[src/rtl/game_engine_np.sv]
// rtl/game_engine_np.sv - N-player dice-race controller with traps, boosts and turn timeout
module game_engine_np #(
  parameter int NUM_PLAYERS     = 2,
  parameter int BOARD_LEN       = 10,
  parameter int DICE_W          = 2,
  parameter int TICK_CYCLES     = 50_000_000,
  parameter int LED_W           = 16,
  parameter int TRAP_TILE       = 4,
  parameter int BOOST_TILE      = 7,
  parameter int BOOST_AMT       = 2,
  parameter int EXACT_FINISH    = 0,
  parameter int MAX_IDLE_ROUNDS = 2
) (
  input  logic                     clk,
  input  logic                     reset,
  input  logic                     start_btn,
  input  logic                     dice_valid,
  input  logic [DICE_W-1:0]        dice_value,
  output logic [NUM_PLAYERS*4-1:0] pos_bus,
  output logic [1:0]               turn_id,
  output logic                     winner_valid,
  output logic [1:0]               winner_id,
  output logic [1:0]               event_code,
  output logic                     move_done,
  output logic [LED_W-1:0]         led_output
);

  typedef enum logic [2:0] {
    S_IDLE, S_WAIT_DICE, S_MOVE, S_EVENT, S_NEXT_TURN, S_WIN
  } state_t;

  localparam int               TICK_W     = (TICK_CYCLES > 1) ? $clog2(TICK_CYCLES) : 1;
  localparam logic [TICK_W-1:0] TICK_LAST = TICK_W'(TICK_CYCLES - 1);
  localparam logic [7:0]       IDLE_LIMIT = 8'(NUM_PLAYERS * MAX_IDLE_ROUNDS);
  localparam logic [4:0]       LEN5       = 5'(BOARD_LEN);
  localparam logic [4:0]       LEN2       = 5'(2 * BOARD_LEN);

  state_t              state, state_nx;
  logic                start_prev;
  logic                armed;
  logic [TICK_W-1:0]   tick_cnt;
  logic [7:0]          idle_cnt;
  logic [DICE_W-1:0]   dice_q;

  logic                start_rise, accept, tick_wrap, timeout, idle_abort, clear_game;
  logic [3:0]          cur_pos, move_pos, evt_pos;
  logic [4:0]          sum, bsum;
  logic                bounce;
  logic [1:0]          evt_code;

  // State register
  always_ff @(posedge clk or negedge reset) begin
    if (!reset) state <= S_IDLE;
    else        state <= state_nx;
  end

  // Next-state selection
  always_comb begin
    state_nx = state;
    case (state)
      S_IDLE:      if (start_rise) state_nx = S_WAIT_DICE;
      S_WAIT_DICE: begin
        if (accept)          state_nx = S_MOVE;
        else if (idle_abort) state_nx = S_IDLE;
        else if (timeout)    state_nx = S_NEXT_TURN;
      end
      S_MOVE:      state_nx = S_EVENT;
      S_EVENT:     state_nx = (evt_pos == LEN5[3:0]) ? S_WIN : S_NEXT_TURN;
      S_NEXT_TURN: state_nx = S_WAIT_DICE;
      S_WIN:       if (start_rise) state_nx = S_IDLE;
      default:     state_nx = S_IDLE;
    endcase
  end

  // Control strobes and move/event arithmetic (5-bit sums so nothing wraps before clamping)
  always_comb begin
    start_rise = start_btn & ~start_prev;
    accept     = (state == S_WAIT_DICE) && dice_valid && armed && (dice_value != '0);
    tick_wrap  = (state == S_WAIT_DICE) && !accept && (tick_cnt == TICK_LAST);
    timeout    = tick_wrap && (led_output == '0);
    idle_abort = timeout && (idle_cnt == IDLE_LIMIT - 8'd1);
    clear_game = idle_abort || ((state == S_WIN) && start_rise);

    cur_pos = '0;
    for (int k = 0; k < NUM_PLAYERS; k++)
      if (turn_id == 2'(k)) cur_pos = pos_bus[4*k +: 4];

    sum      = 5'(cur_pos) + 5'(dice_q);
    bounce   = 1'b0;
    move_pos = sum[3:0];
    if (sum > LEN5) begin
      if (EXACT_FINISH == 0) begin
        move_pos = LEN5[3:0];
      end else begin
        bounce   = 1'b1;
        move_pos = (sum >= LEN2) ? 4'd0 : 4'(LEN2 - sum);
      end
    end

    bsum     = 5'(cur_pos) + 5'(BOOST_AMT);
    evt_pos  = cur_pos;
    evt_code = event_code;
    if (cur_pos == 4'(TRAP_TILE)) begin
      evt_pos  = 4'd0;
      evt_code = 2'd1;
    end else if (cur_pos == 4'(BOOST_TILE)) begin
      evt_pos  = (bsum > LEN5) ? LEN5[3:0] : bsum[3:0];
      evt_code = 2'd2;
    end
  end

  // Game datapath: positions, turn, timers, handshake and result registers
  always_ff @(posedge clk or negedge reset) begin
    if (!reset) begin
      pos_bus      <= '0;
      turn_id      <= '0;
      winner_valid <= 1'b0;
      winner_id    <= '0;
      event_code   <= '0;
      move_done    <= 1'b0;
      led_output   <= '1;
      start_prev   <= 1'b0;
      armed        <= 1'b1;
      tick_cnt     <= '0;
      idle_cnt     <= '0;
      dice_q       <= '0;
    end else begin
      start_prev <= start_btn;
      move_done  <= 1'b0;
      if (!dice_valid)  armed <= 1'b1;
      else if (accept)  armed <= 1'b0;

      if (clear_game) begin
        pos_bus      <= '0;
        turn_id      <= '0;
        winner_valid <= 1'b0;
        winner_id    <= '0;
        event_code   <= '0;
        led_output   <= '1;
        tick_cnt     <= '0;
        idle_cnt     <= '0;
      end else begin
        case (state)
          S_WAIT_DICE: begin
            if (accept) begin
              dice_q <= dice_value;
            end else if (tick_wrap) begin
              tick_cnt <= '0;
              if (timeout) idle_cnt   <= idle_cnt + 8'd1;
              else         led_output <= led_output << 1;
            end else begin
              tick_cnt <= tick_cnt + TICK_W'(1);
            end
          end
          S_MOVE: begin
            for (int k = 0; k < NUM_PLAYERS; k++)
              if (turn_id == 2'(k)) pos_bus[4*k +: 4] <= move_pos;
            event_code <= bounce ? 2'd3 : 2'd0;
          end
          S_EVENT: begin
            for (int k = 0; k < NUM_PLAYERS; k++)
              if (turn_id == 2'(k)) pos_bus[4*k +: 4] <= evt_pos;
            event_code <= evt_code;
            move_done  <= 1'b1;
            idle_cnt   <= '0;
            if (evt_pos == LEN5[3:0]) begin
              winner_valid <= 1'b1;
              winner_id    <= turn_id;
            end
          end
          S_NEXT_TURN: begin
            turn_id    <= (turn_id == 2'(NUM_PLAYERS - 1)) ? 2'd0 : turn_id + 2'd1;
            tick_cnt   <= '0;
            led_output <= '1;
          end
          S_WIN: led_output <= '1;
          default: tick_cnt <= '0;
        endcase
      end
    end
  end

endmodule

[config.mk]
export PLATFORM = sky130hd
export DESIGN_NAME = game_engine_np
export DESIGN_NICKNAME = d
export VERILOG_FILES = /design/src/rtl/game_engine_np.sv
export SDC_FILE = /design/constraint.sdc
export NUM_CORES = 1
export LEC_CHECK = 0
export ABC_CLOCK_PERIOD_IN_PS = 7150
export CAP_MARGIN = 20
export CORE_UTILIZATION = 25
export CTS_CLUSTER_DIAMETER = 80
export DETAILED_ROUTE_END_ITERATION = 6
export PLACE_DENSITY = 0.4
export SETUP_SLACK_MARGIN = 0.4
export SYNTH_ARGS = -nofsm -noshare
export SYNTH_HDL_FRONTEND = slang
export SYNTH_SLANG_ARGS = --single-unit
[constraint.sdc]
create_clock -name clk -period 7.15 [get_ports clk]
set_clock_uncertainty 0.1 [all_clocks]
set_input_delay 1.43 -clock clk [delete_from_list [all_inputs] [get_ports clk]]
set_output_delay 1.43 -clock clk [all_outputs]
set_load 0.005 [all_outputs]
Word-level counts from Yosys, hierarchy flattened
Index checks and enable logic that the tools add are counted.
- add/subtract/negate cells: 5
- multipliers: 0
- div/mod/pow operators: 0
- $lt $le $gt $ge: 2
- equal/unequal tests: 25
- shift-type cells: 0
- multiplexer cells: 50
- bitwise logic cells: 3
- reductions and logical operators: 31
- operators with widths (cell ; number):
    $mux W26 ; 3
    $mux W16 ; 4
    $pmux W26 S2 ; 1
    $mux W4 ; 10
    $mux W8 ; 5
    $pmux W16 S2 ; 1
    $pmux W8 S2 ; 2
    $add A26 B1 Y26 const B ; 1
    $eq A26 B26 Y1 const B ; 1
    $ne A3 B3 Y1 const B ; 8
    $mux W2 ; 9
    $pmux W3 S6 ; 1
    $logic_not A16 Y1 ; 1
    $mux W3 ; 5
    $reduce_and A3 Y1 ; 4
    $gt A5 B4 Y1 const B ; 2
    $reduce_bool A3 Y1 ; 3
    $add A8 B1 Y8 const B ; 1
    $eq A4 B3 Y1 const B ; 2
    $eq A8 B2 Y1 const B ; 1
    $logic_and A1 B1 Y1 ; 8
    $mux W1 ; 8
    $ne A4 B4 Y1 const B ; 2
    $reduce_and A4 Y1 ; 2
    21 further kinds ; 31
- flip-flop bits (word level): 73
- latch bits: 0
- memory bits (writable): 0
- ROM bits: 0
- output and inout port bits: 32
- word-level logic and storage cells: 130
- memories kept: 0

Depth between registers and ports, before layout
Gate-level depths: netlist (run 1).
- depth after elaboration: 13
- depth in mapped cells: 12
- depth with buffers taken out: 10

Worst setup path after synthesis (run 1)
Ideal clock, no wire load.
- path kind: input-to-reg
- start point: input dice_value[1]
- end point: register idle_cnt[7]
- arrival: 3.151 ns
- required time: 6.972 ns
- setup slack: 3.821 ns
- cell stages on the path: 6
- path buffers: 1
- cell sequence: o211ai_1 -> nand3_1 -> or4_1 -> clkbuf_2 -> or4_1 -> a21oi_1
- word-level cells in the longest chain between the ends: 10
- elaborated cells on any way between the ends: 14
- those cells by class: 3 x eq/ne; 1 x mux; 10 x reduce/logical
- ends and longest elaborated chain (item ; line ; RTL):
    from (decl) ; 18 ; input logic [DICE_W-1:0] dice_value,
    $reduce_bool A2 Y1 (*) ; 78 ; accept = (state == S_WAIT_DICE) && dice_valid && armed && (dice_value != '0);
    $logic_and A1 B1 Y1 (*) ; 78 ;
    $logic_not A1 Y1 ; 79 ; tick_wrap = (state == S_WAIT_DICE) && !accept && (tick_cnt == TICK_LAST);
    $logic_and A1 B1 Y1 (2 in a row) ; 79 ;
    $logic_and A1 B1 Y1 ; 80 ; timeout = tick_wrap && (led_output == '0);
    $logic_and A1 B1 Y1 ; 81 ; idle_abort = timeout && (idle_cnt == IDLE_LIMIT - 8'd1);
    $logic_or A1 B1 Y1 ; 82 ; clear_game = idle_abort || ((state == S_WIN) && start_rise);
    $ne A3 B3 Y1 (no line) / $reduce_bool A3 Y1 (equally long branches) ; n/a ;
    $reduce_and A4 Y1 (no line) ; n/a ;
    to (signal assigned) ; 149 ; if (timeout) idle_cnt <= idle_cnt + 8'd1;
    to (decl) ; 42 ; logic [7:0] idle_cnt;
Every way passes the cells marked *; elsewhere a longest branch is shown, timed or not.
A chain may end at the register's enable or synchronous reset.

Worst setup path in the final report (run 1)
- start point: input dice_value[1]
- end point: register led_output[14]
- word-level cells in the longest chain between the ends: 10
- elaborated cells on any way between the ends: 14
- those cells by class: 3 x eq/ne; 1 x mux; 10 x reduce/logical
- ends and longest elaborated chain (item ; line ; RTL):
    $reduce_bool A2 Y1 (*) ; 78 ;
    $logic_and A1 B1 Y1 (*) ; 78 ;
    $logic_not A1 Y1 ; 79 ;
    $logic_and A1 B1 Y1 (2 in a row) ; 79 ;
    $logic_and A1 B1 Y1 ; 80 ;
    $logic_and A1 B1 Y1 ; 81 ;
    $logic_or A1 B1 Y1 ; 82 ;
    $ne A3 B3 Y1 (no line) / $reduce_bool A3 Y1 (equally long branches) ; n/a ;
    $reduce_and A4 Y1 (no line) ; n/a ;
    to (signal assigned) ; 150 ; else led_output <= led_output << 1;
    to (decl) ; 25 ; output logic [LED_W-1:0] led_output
Marks and branches as above.

==> impl_metrics.yaml, run 1 <==
cts:
  maximum_root_to_sink_buffer_count: 2
  number_of_sinks_driven_by_the_clock_tree: 73
  cts_setup_buffers: 0
  cts_made_buffers: 9
  cts-htree-levels: 3
  worst_setup_hold_path_clk_slew_ps: 60
  tritoncts: "yes"
  worstSkewPairLatency_ps: 350
  clock-root-buffer: "clkbuf_16"
  post_cts_resize_count: 0
  hold_buffers: 0
job:
  drv.max_cap_violation_count: 0
die:
  core.rowCount: 46
  total_i_o_pin_count: 38
  core-area_mm2: 0.01594
  die_y_um: 130.0
  starting_density_of_the_core_pct: 25.68
  fp.dieW_um: 130.0
  die_area_mm2: 0.01689
finish:
  nNetsFinal: 476
  antenna_cells: 0
  drive_above_1_share_pct: 12.79
  syn2layout_area_growth_pct: 21.33
  fin_cells: 685
  cell_area_after_layout_mm2: 0.004967
  fin_util_pct: 31.16
setup_path:
  worst-setup-path-type: "in2reg"
  worstReg2RegEnd: "pos_bus[4]$_DFFE_PN0P_"
  worst_r2r_path_depth: 10
  worstPathRequired_ps: 7320
  crit_path_max_fanout: 22
  end_kind: "flip-flop"
  worst_ep_arrival_time_ps: 4220
  setup.reg_to_reg.worst_slack_ps: 3720
  worst_setup_path_startpoint: "dice_value[1]"
  critPathCapture: "led_output[14]$_DFFE_PN1P_"
  timing.rr.start: "turn_id[0]$_DFFE_PN0P_"
  cp-start-kind: "input port"
placement:
  post_dp_cell_area_mm2: 0.004674
  pre_cts_ws_ps: 2349
  total_of_buffers_placed_on_input_and_output_ports: 37
  dp_hpwl_um: 8051
  routability_congestion: 0.7699
  dp_cells: 668
global_routing:
  global_route_wire_length_before_repair_um: 18890
  globalRouteMet2Util_pct: 23.15
  antenna_found_initial: 0
  grt_util_met1_pct: 19.18
  globalRouteMet3Util_pct: 3.403
  top_usage_layer: "met2"
  grt_pass1_vias: 3464
  grt_start_max_net_pins: 74
  gr-total-overflow: 0
  global_route_usage_over_all_layers_pct: 14.79
sta:
  post-route-period-util_pct: 56.52
  setup_viol: 0
  rsz0062_at_grt: "false"
  timing.final.hold_violations: 0
  tightestPinTransition_ps: 1003
  fin_tns_setup_ps: 0
  finalWorstSetupSlack_ps: 3109
  max-slew-margin-rel_pct: 32.58
  smallest_hold_slack_ps: 393.4
  timing.fmax_ghz: 0.2475
  final_period_minus_worst_setup_slack_ps: 4041
  slew_viol_final: 0
drt:
  drt-wirelength-per-cell_um: 16.85
  detail_route.wirelength_um: 11540
  drt_iter0_drc: 198
  vias: 3515
  dr.pass1.iters: 4
  vias_per_cell: 5.131
  route.detailed.drc: 0
  drtAntennaViolNets: 0
pwr:
  total_switching_power_mw: 0.7213
  switch_share_pct: 40.22
  p_total_mw: 1.793
  power.share.clock_pct: 24.4
  seqPwrFrac_pct: 30.9
  total_leakage_power_nw: 1.940
  internal-power_mw: 1.072
  vdd_ir_drop_max_v: 0.0001421
  power_per_cell_area_mw_per_mm2: 361.0
  power.share.combinational_pct: 44.7
synth:
  syn-instance-count: 434
  synth.ff_latch_count: 73
  synth_top_cell_area_share_pct: 34.23
  share_of_flip_flops_with_an_asynchronous_set_or_reset_pct: 100.0
  dominantRegCellSynth: "dfrtp_1"
  yosys_warnings: 0
  ys_top_cells_by_area: "dfrtp_1, dfstp_2, nor2_1"
  synth_cell_area_mm2: 0.004094
  synth-seq-area-share_pct: 45.14
  mappedNetlistNets: 446
  synth-edff-count: 0
  number_of_distinct_library_cells_after_synthesis: 61
  postSynthAreaPerCell_um2: 9.433
  yosys.area.top_type: "dfrtp_1"
hold_path:
  timing.hold.worst.class: "reg2reg"
outcome:
  run_status: "finished, final reports clean"
-- flip-flops by register name (all words and copies together) (netlist names) --
register and count:
dice_q 2, armed 1, led_output 16, pos_bus 8, tick_cnt 26, turn_id 2, winner_valid 1, move_done 1
winner_id 2, event_code 2, start_prev 1, idle_cnt 8, state 3
-- power groups by stage --
stage               sequential (mW)  clock (mW)  combinational, mW
floorplan                     0.520           0              0.573
detailed placement            0.563           0              0.801
CTS                           0.556       0.450              0.805
global placement              0.564           0              0.803
global route                  0.568       0.469              0.897
finish                        0.555       0.437              0.802
-- worst max-delay path, stage by stage --
cell	delay, ps
clkdlybuf4s50_1	450
o211ai_1	440
nand3_1	230
or3_1	740
nand2b_1	590
o22a_1	330
-- routing by layer --
layer | vias up | share of wire, %
met5 | - | 0
met4 | 0 | 2.8
met3 | 25 | 2.7
met2 | 56 | 47
met1 | 1717 | 47
li1 | 1717 | -
-- worst min path at each step --
stage | depth (start not counted) | end | slack [ps] | start
global placement | 2 | armed$_DFFE_PN1P_ | 390 | armed$_DFFE_PN1P_
global route | 2 | armed$_DFFE_PN1P_ | 410 | armed$_DFFE_PN1P_
CTS | 2 | armed$_DFFE_PN1P_ | 400 | armed$_DFFE_PN1P_
floorplan | 1 | tick_cnt[25]$_DFFE_PN0P_ | 360 | tick_cnt[25]$_DFFE_PN0P_
finish | 2 | armed$_DFFE_PN1P_ | 390 | armed$_DFFE_PN1P_
detailed placement | 2 | armed$_DFFE_PN1P_ | 380 | armed$_DFFE_PN1P_
-- cells by family (layout without fill, tap and decap cells) --
group	count (synthesis)	in the layout	share of synthesized area, %
AND/OR/NAND/NOR	173	173	22.62
AO/OA/AOI/OAI	129	129	22.77
flip-flops	73	73	45.14
buffers and inverters	35	70	3.270
XOR/XNOR	9	9	1.926
multiplexers	9	9	2.262
adder cells (fa/ha/maj)	6	6	2.017
-- cell usage after synthesis, types with 10 or more instances --
| cell type | n |
|---|---|
| a21oi_1 | 20 |
| nand2_1 | 33 |
| a22o_1 | 10 |
| clkbuf_1 | 19 |
| nor2_1 | 40 |
| nand3_1 | 21 |
| dfstp_2 | 17 |
| and3_1 | 10 |
| inv_1 | 13 |
| dfrtp_1 | 56 |
| a31o_2 | 11 |
| o21ai_0 | 15 |
| o22a_1 | 15 |
-- cells in the final DEF, fill, tap and decap left out, drive strengths merged, types with 9 or more instances in the layout --
master | netlist | routed
clkdlybuf4s50 | 0 | 36
nor2 | 40 | 40
dfstp | 17 | 17
a31oi | 9 | 9
a31o | 11 | 11
nand2 | 33 | 33
nor4 | 10 | 10
o21ai | 17 | 17
clkbuf | 20 | 12
dfrtp | 56 | 56
o22a | 15 | 15
nand3 | 21 | 21
inv | 13 | 13
a22o | 10 | 10
nand4 | 9 | 9
and3 | 10 | 10
a21oi | 20 | 20
-- area by class of cell --
type	count	area (µm²)
Clock buffer	12	256.5
Clock inverter	4	28.78
Fill cell	1687	10980
Inverter	13	48.80
Multi-Input combinational cell	326	2117
Sequential cell	73	1848
Tap cell	216	270.3
Timing Repair Buffer	41	397.9
No activity file was read; power rests on OpenSTA's default activity.
==> inputs of run 2 (changes only) <==
Settings changed: ABC_CLOCK_PERIOD_IN_PS 7150 to 3550, PLACE_DENSITY 0.4 to 0.42.
Clock period 7.15 ns to 3.55 ns, I/O delays scaled along.
==> impl_metrics.yaml, run 2 (same netlist as run 1, synthesis figures left out) <==
outcome:
  run_status: "finished, final reports clean"
setup_path:
  worst_ep_arrival_time_ps: 3080
  end_kind: "flip-flop"
  worstPathRequired_ps: 3720
  worst-setup-path-type: "in2reg"
  crit_path_max_fanout: 16
  cp-start-kind: "input port"
global_routing:
  antenna_found_initial: 0
  global_route_wire_length_before_repair_um: 19220
  gr-total-overflow: 0
  grt_start_max_net_pins: 74
  grt_pass1_vias: 3551
  global_route_usage_over_all_layers_pct: 15.02
drt:
  drt_iter0_drc: 269
  drt-wirelength-per-cell_um: 16.90
  vias_per_cell: 5.261
  detail_route.wirelength_um: 11800
  drtAntennaViolNets: 0
  dr.pass1.iters: 5
  vias: 3672
  route.detailed.drc: 0
cts:
  cts_made_buffers: 9
  clock-root-buffer: "clkbuf_16"
  cts_setup_buffers: 0
  maximum_root_to_sink_buffer_count: 2
  cts-htree-levels: 3
  worstSkewPairLatency_ps: 340
  tritoncts: "yes"
  number_of_sinks_driven_by_the_clock_tree: 73
  worst_setup_hold_path_clk_slew_ps: 60
  post_cts_resize_count: 0
  hold_buffers: 0
finish:
  top_regs: "tick_cnt: 26 flops, led_output: 16 flops"
  most_common_cell_after_layout_fill_and_taps_aside: "dfrtp_1"
  largest_reg_flops: 26
  syn2layout_area_growth_pct: 23.38
  drive_above_1_share_pct: 15.15
  max_flop_register: "tick_cnt"
  nNetsFinal: 489
  fill_cells: 1666
  antenna_cells: 0
  fin_cells: 698
  highest_count_cells_in_the_layout_ignoring_fill_and_taps: "dfrtp_1, nor2_1, clkdlybuf4s50_1"
sta:
  timing.final.hold_violations: 0
  timing.fmax_ghz: 0.3439
  slew_viol_final: 0
  tightestPinTransition_ps: 978.5
  final_period_minus_worst_setup_slack_ps: 2908
  fin_tns_setup_ps: 0
  setup_viol: 0
  post-route-period-util_pct: 81.91
  rsz0062_at_grt: "false"
  max-slew-margin-rel_pct: 34.77
  smallest_hold_slack_ps: 391.0
pwr:
  total_leakage_power_nw: 1.995
  vdd_ir_drop_max_v: 0.0002563
  power_per_cell_area_mw_per_mm2: 726.0
  p_total_mw: 3.667
hold_path:
  timing.hold.worst.class: "reg2reg"
die:
  core-area_mm2: 0.01594
  core.rowCount: 46
  fp.dieW_um: 130.0
  die_y_um: 130.0
  die_area_mm2: 0.01689
  total_i_o_pin_count: 38
  starting_density_of_the_core_pct: 25.68
placement:
  total_of_buffers_placed_on_input_and_output_ports: 37
  dp_cells: 682
  dp_hpwl_um: 8335
  routability_congestion: 0.8022
job:
  drv.max_cap_violation_count: 0
-- run 2: per-stage QoR --
stage	utilization (%)	area (µm²)	setup WS, ps
floorplan	-	4094	527.8
global placement	29.98	4780	270.9
detailed placement	29.98	4780	243.6
CTS	31.68	5051	613.0
global route	31.68	5051	445.0
finish	31.68	5051	642.0
-- run 2: critical path: stages --
cell	delay, ps
clkdlybuf4s50_1	460
o211ai_1	330
nand3_1	200
or3_1	570
nand2b_1	500
o22a_1	300
-- run 2: final cells by class --
cell class                      instances  area, µm²  share of cell area (%)
Inverter                               13      48.80                  0.9661
Timing Repair Buffer                   54      495.5                   9.809
Clock inverter                          6      42.54                  0.8422
Clock buffer                           10      229.0                   4.533
Multi-Input combinational cell        326       2117                   41.91
Tap cell                              216      270.3                   5.351
Sequential cell                        73       1848                   36.59
-- run 2: metal layers --
metal	GRT usage, %	vias up	share of wire [%]
met4	7.319	0	2.7
met5	0	-	0
met1	20.25	1826	47
met2	23.03	83	47
met3	2.911	21	3.8
li1	-	1742	-
-- run 2: worst paths after layout --
kind                                               start                    endpoint  slack (ps)  cells after the start
worst max register to register  tick_cnt[12]$_DFFE_PN0P_  led_output[13]$_DFFE_PN1P_         680                      5
worst min-delay path                   armed$_DFFE_PN1P_           armed$_DFFE_PN1P_         390                      2
max in group asynchronous                          reset     tick_cnt[0]$_DFFE_PN0P_        2290                      1
worst max-delay path                       dice_value[1]  led_output[13]$_DFFE_PN1P_         640                      6
worst min register to register         armed$_DFFE_PN1P_           armed$_DFFE_PN1P_         390                      2
min in group asynchronous                          reset     idle_cnt[6]$_DFFE_PN0P_         430                      1
-- run 2: power breakdown --
part	switching (mW)	leakage, nW	internal, mW
registers	0.155	0.924	0.953
logic	0.966	0.942	0.743
clock network	0.376	0.129	0.474
==> variant 1: new RTL, settings of run 2 <==
Set the parameter `EXACT_FINISH` to 1 (it was 0).
--- a/src/rtl/game_engine_np.sv
+++ b/src/rtl/game_engine_np.sv
@@ -10,3 +10,3 @@
   parameter int BOOST_AMT       = 2,
-  parameter int EXACT_FINISH    = 0,
+  parameter int EXACT_FINISH    = 1,
   parameter int MAX_IDLE_ROUNDS = 2
Formal check against the unedited RTL: no difference found for any inputs over 10 cycles, from zero or initial values and one cycle with reset low; that may be too few to reach the edited logic, so the function may still have changed.
==> variant 1 against run 2 <==
- count of clock-buffer cells in the layout increased by 2
- critical endpoint is now event_code[0]$_DFFE_PN0P_
- synthesized area up 1.9%
- largest cell class unchanged
- power grew 17%
- worst setup slack got worse by 200 ps
- hold slack worse by 220 ps
- design area up 4.5%
- first-iteration DRC count fell by 20%
- register-to-register slack got worse by 240 ps
- sequential cell count unchanged
- highest routed layer unchanged
- critical path depth up 6
- synthesized cell count unchanged
- wire length decreased by 5.7%
==> variant 1: results (changes against run 2) <==
Status
  • Status: finished, final reports clean

Logic synthesis
  • Synth Area in Compound Gates: 21.5% (-1.3 points)
  • Post-Synth Adder-Cell Area: 2.58% (+0.56 points)
  • Post-synthesis mux area share: 3.57% (+1.3 points)
  • Post-synth cell types: 64 (+4.9%)
  • Sequential share of the synthesized area: 44.3% (-0.83 points)
  • Commonest cells post-synth: dfrtp_1, o21ai_0, nor2_1
  • Synth top area cells: dfrtp_1, dfstp_2, o21ai_0

Min path
  • Tightest Hold Check Type: in -> async

Global routing
  • First-pass GRT wire length: 18.5 mm (-3.8%)
  • Vias in the first global route: 3447 (-2.9%)
  • GR Util met3: 3.36% (+0.45 points)
  • Met1 GRT Util: 18.4% (-1.8 points)

Routing
  • Length of the first detailed-routing pass in iterations: 4 (-1)
  • Initial drt markers: 216 (-20%)
  • Detailed Route WL: 11.1 mm (-5.7%)
  • Vias/cell: 5.08 (-3.4%)

Finish
  • Filler Cells Inserted: 1630 (-2.2%)
  • Fraction of layout cells with a size suffix above 1: 17.9% (+2.7 points)
  • Antenna diode count: 0 (unchanged)

Power
  • Reg power frac: 25.6% (-4.6 points)
  • Max rail drop VDD: 0.301 mV (+17%)
  • Leakage: 2.14 nW (+7.1%)
  • Clk. pwr: 0.967 mW (+14%)

Placed design
  • Dpl hpwl: 7.64 mm (-8.3%)
  • Pre-CTS WS: 233 ps (-10.8 ps)

Setup path
  • R2R Setup Slk: 440 ps (-240 ps)
  • CP startpoint kind: register
  • Critical-path maximum fanout: 6 (-10)
  • Worst EP arrival: 3270 ps (+190 ps)

Timing
  • Max_slew headroom: 52.9% (+18 points)
==> variant 1: what timing repair did <==
| item | in CTS | in global routing |
|---|---|---|
| pin swaps | 1 | 8 |
| resized for setup | 1 | 5 |
| hold endpoints to repair | 0 | 0 |
| endpoints found under the setup margin | 4 | 4 |
| buffers inserted | 1 | 4 |
==> variant 1: worst max-delay path: stages (launching register included) <==
cell and delay (ps):
dfrtp_1 390, mux2i_1 140, or2_4 280, inv_6 80, ha_4 140, fa_2 430
ha_2 180, nand2b_4 160, a21oi_4 140, a21oi_2 70, or3_4 410, or3_1 350
a21oi_1 140
==> variant 1: cell type report <==
type / instances / share of cell area (%)
tap: 216 / 5.12
clock inverter: 4 / 0.522
timing repair buffer: 58 / 10.6
inverter: 12 / 0.949
sequential: 73 / 35.0
multi-input combinational: 328 / 42.1
clock buffer: 12 / 5.69
==> variant 1: logic make-up (layout without fill, tap and decap cells) <==
group                      count (synthesis)  in the layout
and+or+nand+nor                          170            170
xor gates and xnor gates                   1              1
AOI/OAI and AO/OA                        135            135
adders and majority gates                  8              8
DFF                                       73             73
buffers and inverters                     33             86
muxes                                     14             14
==> variant 1: per-stage QoR <==
step / hold slack, ps / utilization (%) / area, um2 / instances
3_3_place_gp: 353 / 30.2 / 4850 / 681
6_report: 168 / 32.9 / 5280 / 703
4_1_cts: 375 / 32.3 / 5190 / 698
2_1_floorplan: 314 / - / 4210 / 434
5_1_grt: 170 / 32.9 / 5280 / 703
3_5_place_dp: 364 / 30.2 / 4850 / 681
==> variant 1: metal layers <==
| layer | up-vias | share of wire, % |
|---|---|---|
| met3 | 4 | 3.4 |
| met1 | 1761 | 50 |
| li1 | 1751 | - |
| met2 | 56 | 46 |
| met5 | - | 0 |
| met4 | 0 | 0.71 |
==> variant 2: new RTL, settings of run 2 <==
Without the edit above. One comparison of `idle_cnt` changes from == to >=.
--- a/src/rtl/game_engine_np.sv
+++ b/src/rtl/game_engine_np.sv
@@ -80,3 +80,3 @@
     timeout    = tick_wrap && (led_output == '0);
-    idle_abort = timeout && (idle_cnt == IDLE_LIMIT - 8'd1);
+    idle_abort = timeout && (idle_cnt >= IDLE_LIMIT - 8'd1);
     clear_game = idle_abort || ((state == S_WIN) && start_rise);
Formal check against the unedited RTL: no difference found for any inputs over 10 cycles, from zero or initial values and one cycle with reset low; that may be too few to reach the edited logic, so the function may still have changed.
==> variant 2 against run 2 <==
- non-clock buffer count down 12
- sequential cell count unchanged
- hold slack got worse by 14 ps
- wire length decreased by 12%
- worst setup slack improved by 84 ps
- synthesized area is 0.67% lower
- design area fell by 3.2%
- highest routed layer unchanged
- power shrank 10%
- sequential share of layout area increased by 1.2 points
- count of clock-buffer cells in the layout increased by 4
==> variant 2: results (changes against run 2) <==
Timing
  • Slew at the pin closest to its max-slew limit: 971 ps (-7.94 ps)
  • Crit share post-route: 79.5% (-2.4 points)

Global routing
  • Aggregate global-route resource usage: 13.7% (-1.3 points)
  • Vias in the first global route: 3315 (-6.6%)

Routing
  • Initial drt markers: 195 (-28%)

Finish
  • Filler Cells Inserted: 1682 (+0.96%)
  • Fraction of layout cells with a size suffix above 1: 18.3% (+3.1 points)

Placed design
  • GPL Wtd Cong: 0.775 (-3.4%)

Logic synthesis
  • Post-synthesis mux area share: 3.08% (+0.82 points)
  • Post-Synth Adder-Cell Area: 2.03% (+0.014 points)
  • XOR/XNOR Fraction of Synth Area: 0.862% (-1.1 points)
  • Syn nets: 417 (-6.5%)
  • Commonest cells post-synth: dfrtp_1, nand2_1, nor2_1
  • Post-synth cell types: 69 (+13%)
  • Synth Area in Compound Gates: 18.8% (-3.9 points)

Power
  • Max rail drop VDD: 0.258 mV (+0.79%)
  • Internal power: 2.05 mW (-5.5%)
  • Sw frac: 37.5% (-3.3 points)
  • Seq pwr: 1.07 mW (-4%)

Setup path
  • Crit-path leading delay family: buffers and inverters
  • Worst EP arrival: 2990 ps (-90 ps)
  • CP max stage delay: 730 ps (+160 ps)
  • CP Capture Point: tick_cnt[19]$_DFFE_PN0P_
  • Critical-path maximum fanout: 14 (-2)
  • R2R depth: 10 (+5)
  • Slowest cell on crit path: nor2_1
  • R2R Setup Slk: 810 ps (+130 ps)

Status
  • Status: finished, final reports clean
## variant 2: changes by cell type after synthesis, moves of 6 or more
cell,run 2,this run
a31oi_1,9,27
o22a_1,15,3
nor2_1,40,33
and2_1,2,9
a2111oi_0,7,1
a22o_1,10,1
o22a_2,0,14
a31o_2,11,0
nor4_4,0,6
clkbuf_1,19,6
and3_1,10,2
or4_1,6,0
## variant 2: area by class of cell
| cell class | count | area share [%] |
|---|---|---|
| multi-input combinational | 300 | 41.6 |
| sequential | 73 | 37.8 |
| timing repair buffer | 42 | 8.29 |
| clock buffer | 14 | 5.63 |
| tap | 216 | 5.53 |
| inverter | 12 | 0.921 |
| clock inverter | 2 | 0.256 |
## variant 2: cells by family (layout without fill, tap and decap cells)
kind of cell	count (synthesis)	count (layout)
AO/OA/AOI/OAI	113	113
XOR/XNOR	4	4
adder cells (fa/ha/maj)	6	6
buffers and inverters	32	70
flip-flops	73	73
multiplexers	11	11
AND/OR/NAND/NOR	166	166
## variant 2: per-layer routing
metal  up-vias  share of wire (%)  GRT usage, %
met3        15                4.3          4.13
met4         0                1.6          4.58
met5         -                  0             0
met2        73                 47          22.4
li1       1576                  -             -
met1      1629                 47          17.4
## variant 2: worst min-delay path, stage by stage (launching register included)
cell,delay (ps)
dfstp_2,370
nand2_1,50
nand2_1,50
## variant 2: per-stage QoR
| stage | area [um2] | std cells |
|---|---|---|
| 2_1_floorplan | 4070 | 405 |
| 3_3_place_gp | 4600 | 643 |
| 3_5_place_dp | 4600 | 643 |
| 4_1_cts | 4890 | 659 |
| 5_1_grt | 4890 | 659 |
| 6_report | 4890 | 659 |
